**src/rtl/fir_mac_sched.sv**
```systemverilog
// Time-multiplexed FIR controller: one shared external multiplier, one MAC per cycle over NTAPS taps.
// Latency: sample accepted at edge E0 -> out_valid after edge E(NTAPS); throughput one sample per NTAPS+2 cycles.
// Backpressure: in_ready only in IDLE; result held in HOLD until out_ready, stalling further samples.
module fir_mac_sched #(
    parameter int OPERAND_SIZE = 8,
    parameter int NTAPS        = 8,
    parameter int ACC_W        = 19,
    parameter int AW           = 3
) (
    input  logic                      clk,
    input  logic                      rst_n,
    input  logic                      coef_we,
    input  logic [AW-1:0]             coef_addr,
    input  logic [OPERAND_SIZE-1:0]   coef_data,
    input  logic                      in_valid,
    output logic                      in_ready,
    input  logic [OPERAND_SIZE-1:0]   in_sample,
    output logic [OPERAND_SIZE-1:0]   mult_md,
    output logic [OPERAND_SIZE-1:0]   mult_m,
    input  logic [2*OPERAND_SIZE-1:0] mult_p,
    output logic                      out_valid,
    input  logic                      out_ready,
    output logic [ACC_W-1:0]          out_data,
    output logic                      busy
);

    typedef enum logic [1:0] {
        IDLE = 2'd0,
        MAC  = 2'd1,
        HOLD = 2'd2
    } state_t;

    localparam logic [AW-1:0] LAST_TAP = AW'(NTAPS - 1);

    state_t                   state;
    logic [OPERAND_SIZE-1:0]  coef [NTAPS];
    logic [OPERAND_SIZE-1:0]  x    [NTAPS];
    logic signed [ACC_W-1:0]  acc;
    logic [AW-1:0]            tap;
    logic signed [ACC_W-1:0]  prod_ext;
    logic signed [ACC_W-1:0]  acc_next;
    logic                     accept;

    assign in_ready = (state == IDLE);
    assign busy     = (state != IDLE);
    assign accept   = in_valid && (state == IDLE);

    // Operands only reach the shared multiplier while a MAC is in progress.
    assign mult_md  = (state == MAC) ? coef[tap] : '0;
    assign mult_m   = (state == MAC) ? x[tap]    : '0;

    // Product sign-extended to accumulator width; narrower ACC_W wraps.
    assign prod_ext = ACC_W'($signed(mult_p));
    assign acc_next = acc + prod_ext;

    // Coefficient bank: writable only in IDLE so a running computation sees stable taps.
    always_ff @(posedge clk or negedge rst_n) begin
        if (!rst_n) begin
            for (int i = 0; i < NTAPS; i++) coef[i] <= '0;
        end else if (coef_we && (state == IDLE)) begin
            coef[coef_addr] <= coef_data;
        end
    end

    // Delay line: shifts once per accepted sample; history survives across samples.
    always_ff @(posedge clk or negedge rst_n) begin
        if (!rst_n) begin
            for (int i = 0; i < NTAPS; i++) x[i] <= '0;
        end else if (accept) begin
            x[0] <= in_sample;
            for (int i = 1; i < NTAPS; i++) x[i] <= x[i-1];
        end
    end

    // Sequencer: accept in IDLE, NTAPS MAC cycles, hold the result until consumed.
    always_ff @(posedge clk or negedge rst_n) begin
        if (!rst_n) begin
            state     <= IDLE;
            acc       <= '0;
            tap       <= '0;
            out_data  <= '0;
            out_valid <= 1'b0;
        end else begin
            case (state)
                IDLE: begin
                    if (accept) begin
                        acc   <= '0;
                        tap   <= '0;
                        state <= MAC;
                    end
                end
                MAC: begin
                    acc <= acc_next;
                    tap <= tap + 1'b1;
                    if (tap == LAST_TAP) begin
                        out_data  <= acc_next;
                        out_valid <= 1'b1;
                        state     <= HOLD;
                    end
                end
                HOLD: begin
                    if (out_valid && out_ready) begin
                        out_valid <= 1'b0;
                        state     <= IDLE;
                    end
                end
                default: begin
                    state     <= IDLE;
                    out_valid <= 1'b0;
                end
            endcase
        end
    end

endmodule

```
**config.mk**
```make
export PLATFORM = sky130hd
export DESIGN_NAME = fir_mac_sched
export DESIGN_NICKNAME = d
export VERILOG_FILES = /design/src/rtl/fir_mac_sched.sv
export SDC_FILE = /design/constraint.sdc
export NUM_CORES = 1
export LEC_CHECK = 0
export CORE_UTILIZATION = 43
export CTS_BUF_LIST = sky130_fd_sc_hd__clkbuf_4 sky130_fd_sc_hd__clkbuf_8 sky130_fd_sc_hd__clkbuf_16
export DETAILED_ROUTE_END_ITERATION = 10
export PLACE_DENSITY = 0.66
export RECOVER_POWER = 25
export SLEW_MARGIN = 20
export SYNTH_ARGS = -nofsm -noshare
export SYNTH_HDL_FRONTEND = slang
export SYNTH_SLANG_ARGS = --single-unit
export TNS_END_PERCENT = 20
```
**constraint.sdc**
```tcl
create_clock -name clk -period 3.1 [get_ports clk]
set_input_delay 0.62 -clock clk [delete_from_list [all_inputs] [get_ports clk]]
set_output_delay 0.62 -clock clk [all_outputs]
set_load 0.03 [all_outputs]
```
## Word-level counts from Yosys, hierarchy flattened

Cells that the tools add are included.

| word-level totals | value |
|---|---|
| register bits after elaboration | 172 |
| bits in latches | 0 |
| RAM bits | 0 |
| memory bits (read-only) | 0 |
| input port bits | 40 |
| word-level logic and storage cells | 68 |
| memories kept | 0 |

| operators by class | value |
|---|---|
| add/subtract/negate cells | 2 |
| multiply operators | 0 |
| divide/modulo/power cells | 0 |
| order comparisons | 3 |
| equality and inequality tests | 6 |
| shifts and indexed selects | 0 |
| mux-type cells | 22 |
| bitwise logic cells | 3 |
| reductions and logical operators | 11 |

Operators with widths:

| kind | number |
|---|---|
| $bwmux 64 | 1 |
| $mux 8 | 7 |
| $bmux 8 s3 | 2 |
| $pmux 19 s2 | 1 |
| $demux 8 s3 | 1 |
| $add 19x16->19 | 1 |
| $mux 19 | 1 |
| $ge 4x4->1 const B | 2 |
| $not 3->4 | 2 |
| $mux 2 | 3 |
| $pmux 2 s3 | 1 |
| $pmux 3 s2 | 1 |
| $reduce_and 3->1 | 2 |
| $logic_and 1x1->1 | 4 |
| $lt 4x1->1 const B | 1 |
| $ne 2x1->1 const B | 2 |
| $reduce_and 2->1 | 2 |
| $reduce_bool 2->1 | 2 |
| $add 3x1->3 const B | 1 |
| $eq 3x3->1 const B | 1 |
| $mux 3 | 1 |
| $pmux 1 s3 | 1 |
| $eq 2x1->1 const B | 1 |
| $eq 2x2->1 const B | 1 |
| other kinds (4) | 5 |

## Logic depth before layout (Yosys ltp)

Gate-level depths: netlist of the first run.

| depth | value |
|---|---|
| depth after elaboration | 6 |
| gate-level depth with buffers | 10 |
| gate-level depth less buffers | 10 |

## Least setup slack after synthesis of the first run

Ideal clock, no wire load.

| timing | value |
|---|---|
| kind | input port to flip-flop |
| from | input mult_p[0] |
| to | register acc[10] |
| data arrival time | 2.470 ns |
| required time | 3.031 ns |
| slack | 0.561 ns |
| stages on the path | 10 |
| path buffers | 0 |
| cells stage by stage | ha_1 inv_1 fa_1 and2b_1 o2111ai_1 nand2_2 a21boi_2 o21ba_1 or4b_1 nand3_1 |

| between the ends | value |
|---|---|
| word-level cells in the longest chain between the ends | 2 |

Ends and longest elaborated chain:

| element | RTL line | text |
|---|---|---|
| start, declared | 20 | `input logic [2*OPERAND_SIZE-1:0] mult_p,` |
| $add 19x16->19 | 54 | `assign acc_next = acc + prod_ext;` |
| $pmux 19 s2 | 84 | `case (state)` |
| end signal, assigned | 93 | `acc <= acc_next;` |
| end, declared | 38 | `logic signed [ACC_W-1:0] acc;` |

No other way between the ends.
A chain may end at the register's enable or synchronous reset.

## Final worst setup path of the first run

| timing | value |
|---|---|
| from | register tap[0] |
| to | output mult_md[5] |

| between the ends | value |
|---|---|
| word-level cells in the longest chain between the ends | 5 |

Ends and longest elaborated chain:

| element | RTL line | text |
|---|---|---|
| start, declared | 39 | `logic [AW-1:0] tap;` |
| start signal, assigned | 94 | `tap <= tap + 1'b1;` |
| $not 3->4 (not written as such) | 49 | `assign mult_md = (state == MAC) ? coef[tap] : '0;` |
| $bmux 8 s3 | 49 |  |
| $mux 8 (not written as such) (2 in a row) | 49 |  |
| $mux 8 | 49 |  |
| end, declared | 18 | `output logic [OPERAND_SIZE-1:0] mult_md,` |

No other way between the ends. The select of a mux whose other input is x is not followed.

==> results of run 1 <==
==> sequential cells by signal (all words and copies together), names as in the netlist <==
| register | flops |
|---|---|
| out_valid | 1 |
| x | 64 |
| acc | 19 |
| state | 2 |
| out_data | 19 |
| coef | 64 |
| tap | 3 |
==> per-layer routing <==
metal,routed length (µm),vias up,global-route usage (%)
met4,182,0,5.66
met5,0,-,0
met2,8900,90,32.3
met1,8710,2985,25.8
li1,-,2861,-
met3,598,12,3.84
==> cell usage in the layout, fill, tap and decap left out, drive strengths merged, types with 5 or more instances in the layout <==
cell type / netlist / routed
and3: 6 / 6
mux4: 32 / 32
a21oi: 17 / 17
mux2i: 17 / 17
clkinv: 0 / 5
ha: 20 / 20
xor2: 7 / 7
nor2: 28 / 28
mux2: 65 / 65
a21o: 7 / 7
o21ai: 48 / 48
inv: 6 / 12
clkbuf: 32 / 21
dfrtp: 172 / 172
buf: 12 / 31
clkdlybuf4s50: 0 / 60
nand3: 22 / 22
nand2: 238 / 238
nand2b: 6 / 6
xnor2: 11 / 11
==> cells by family after synthesis <==
logic type	after synthesis	synth area share (%)
compound gates	93	6.98
fa+ha+maj	21	3.18
simple gates	322	15.8
buf+inv	50	2.40
mux	114	19.1
flops	172	50.7
xor+xnor	18	1.86
==> power by group <==
part	switching (mW)	internal (mW)
Sequential	0.679	3.31
Combinational	2.87	2.48
Clock	1.00	1.15
==> worst max-delay path: cells and delay by family, from the launching register on <==
kind | cells | cell delay (ns)
simple gates | 1 | 0.10
buf+inv | 2 | 0.43
flops | 1 | 0.64
mux | 2 | 0.68
==> final cells by class <==
class	instances	share of cell area [%]
well taps	265	3.26
clock inverters	14	1.74
clock buffers	17	4.19
repair buffers	95	8.91
multi-input cells	568	39.3
flip-flops and latches	172	42.4
inverters	6	0.222
==> metrics by stage <==
step                instance area [µm²]  power [mW]  setup slack (ns)  std cells
global route                      10200        12.3            0.0481       1137
CTS                               10200        11.6            0.0238       1137
finish                            10200        11.5             0.201       1137
floorplan                          8490        7.73             0.561        790
detailed placement                 9580        9.43            0.0115       1106
global placement                   9580        9.31            0.0329       1106
==> path summary, 6_finish.rpt <==
check,startpoint,end,slack [ns],cells after the start
worst min-delay path,x[6],x[6],0.47,2
worst min register to register,x[6],x[6],0.47,2
max in group asynchronous,rst_n,tap[0],0.53,2
worst max-delay path,tap[0],mult_md[5],0.20,5
min in group asynchronous,rst_n,acc[7],0.51,1
worst max register to register,acc[0],acc[10],0.79,10
==> what timing repair did <==
action                                  CTS  global route
setup buffers                             0             0
gates resized for setup                   0             1
endpoints found under the setup margin    0             3
==> results summary, run 1 <==
Across all hold checks on the routed design, the worst slack comes to 0.472 ns. The critical path goes through buf_12 > mux4_2 > mux2i_1 > nor2_1 > buf_4. The first global-routing pass estimated 30.5 mm of wire. For the pin with the worst max-slew slack, the measured transition is 1.42 ns. For this run, the top clock speed supported by timing is ~340 MHz. The fraction of final layout cells with drive strength greater than 1 came out at 19.8%. Across the VDD grid, the largest voltage drop is 547 µV.

After technology mapping, the gate count stands at between 700 and 800. The count of routing violations after the opening detailed-route iteration came out at 353. Entering global routing, the biggest net connects 84 pins. By count the netlist is led by nand2_1 (237), dfrtp_1 (172), mux2_2 (61). The post-route clock period utilization came out at 93.5%. The average cell area after synthesis is 10.7 µm². In this design, the stage delay of the slowest critical-path cell is 0.64 ns. The HPWL after detailed placement came out at 12.0 mm. The data required time at the worst endpoint came out at between 2 and 2.5 ns. The critical path is of the flip-flop to output port type. The worst setup path is launched from a flip-flop.

The most common cell in the synthesized netlist is nand2_1. The path class of the tightest hold or removal check is flip-flop to flip-flop. Across all layers, the routed design uses 5948 vias.

The slowest stage of the critical path belongs to the cell dfrtp_4. The via count of the first global-routing pass came out at approximately 6000. The post-cts hold buffer count is 0.

The synthesized net count came out at 851. The final count of negative-setup-slack endpoints is 0. The initial antenna violation count is 0. The die span in x is around 140 µm. The post-layout minimum cycle time came out at between 2 and 3 ns. Of all flip-flops after synthesis, the portion carrying an async set or reset was 100%. The share of the core filled with cells came out at 52.4%. The worst path arrival time is 2.28 ns. The library cell used as clock root buffer is clkbuf_16. The static leakage is 4.75 nW. The total standard cell area after synthesis is 8490 µm². Headroom to the max-slew limit came out at about 5%. The area used by sequential logic in the layout is 4310 µm². The area taken by multi-input logic gates came out at 3990 µm². The run finished with clean final reports. The via density per instance is 5.23. The power density over the cells is 1130 nW/µm². The layout has between 1500 and 2000 filler cells. Of all cell types, the one taking the most synthesized area is dfrtp_1. The final number of max-transition violations is 0. The tool flagged a number of max-cap violations equal to 0. In the final routed layout, each cell accounts on average for around 16 µm. The routed wire length came out at 18.4 mm. The number of antenna diodes in the final layout is 0. The highest net fanout along the worst path is 16.

Counting flops and latches in the post-synthesis netlist gives ~170. The residual overflow from global routing is 0. The die outline height is 143 µm. The count of nets left with antenna violations once routing finished came out at 0. The number of distinct library cells after synthesis is 53.

For this run, the number of Yosys warnings is 0. The area share of the largest cell type after synthesis is 50.7%. The pre-antenna-repair detailed-routing pass consisted of 4 iterations. The worst setup path is captured at an output port. The cell row count is 51.

The later pin in the worst-skew pair is clocked with a latency of 0.43 ns. 78 I/O pins were placed. The main flop type after synthesis is dfrtp_1. Yosys attributes the largest share of cell area to dfrtp_1 (51%), nand2_1 (10%), mux4_2 (8.5%), mux2_2 (8.1%), ha_1 (2.9%). The longest clock path from root to sink contains 2 buffers.

TritonCTS built the clock tree. The placeable core area is roughly 19000 µm². The number of flops mapped to enable cells by yosys is 0. The number of endpoints with negative hold slack in the final report was 0.

The sequential area share after synthesis is 50.7%. The number of H-tree levels is 4. The number of remaining DRC errors is 0. The CTS clock-pin slew for the worst setup and hold paths is 0.07 ns.

The total of buffers placed on input and output ports is 77. Setup repair after global routing left no endpoint under its margin. The initial standard-cell utilization of the core is ~44%. The net count reported at finish is a little over 900.

The final setup TNS is 0 ns. The final estimated routing congestion in global placement is 0.796. The floorplan step defined a die boundary enclosing 20300 µm². Across the routed clock network, the largest skew measured is 0.0174 ns. The area growth from synthesis to layout is 19.6%.

The global router's overall resource usage is 19.4%. The number of sinks driven by the clock tree is 172. The number of buffers created by CTS came out at 17.
Note: power is estimated with default switching activity, not from simulation.
==> inputs of run 2 (changes only) <==
--- a/config.mk
+++ b/config.mk
@@ -10,6 +10,7 @@
 export DETAILED_ROUTE_END_ITERATION = 10
 export PLACE_DENSITY = 0.66
 export RECOVER_POWER = 25
+export SKIP_CTS_REPAIR_TIMING = 1
 export SLEW_MARGIN = 20
 export SYNTH_ARGS = -nofsm -noshare
 export SYNTH_HDL_FRONTEND = slang
==> results of run 2 <==
No change in the layout: final DEF, timing and power equal those of run 1.
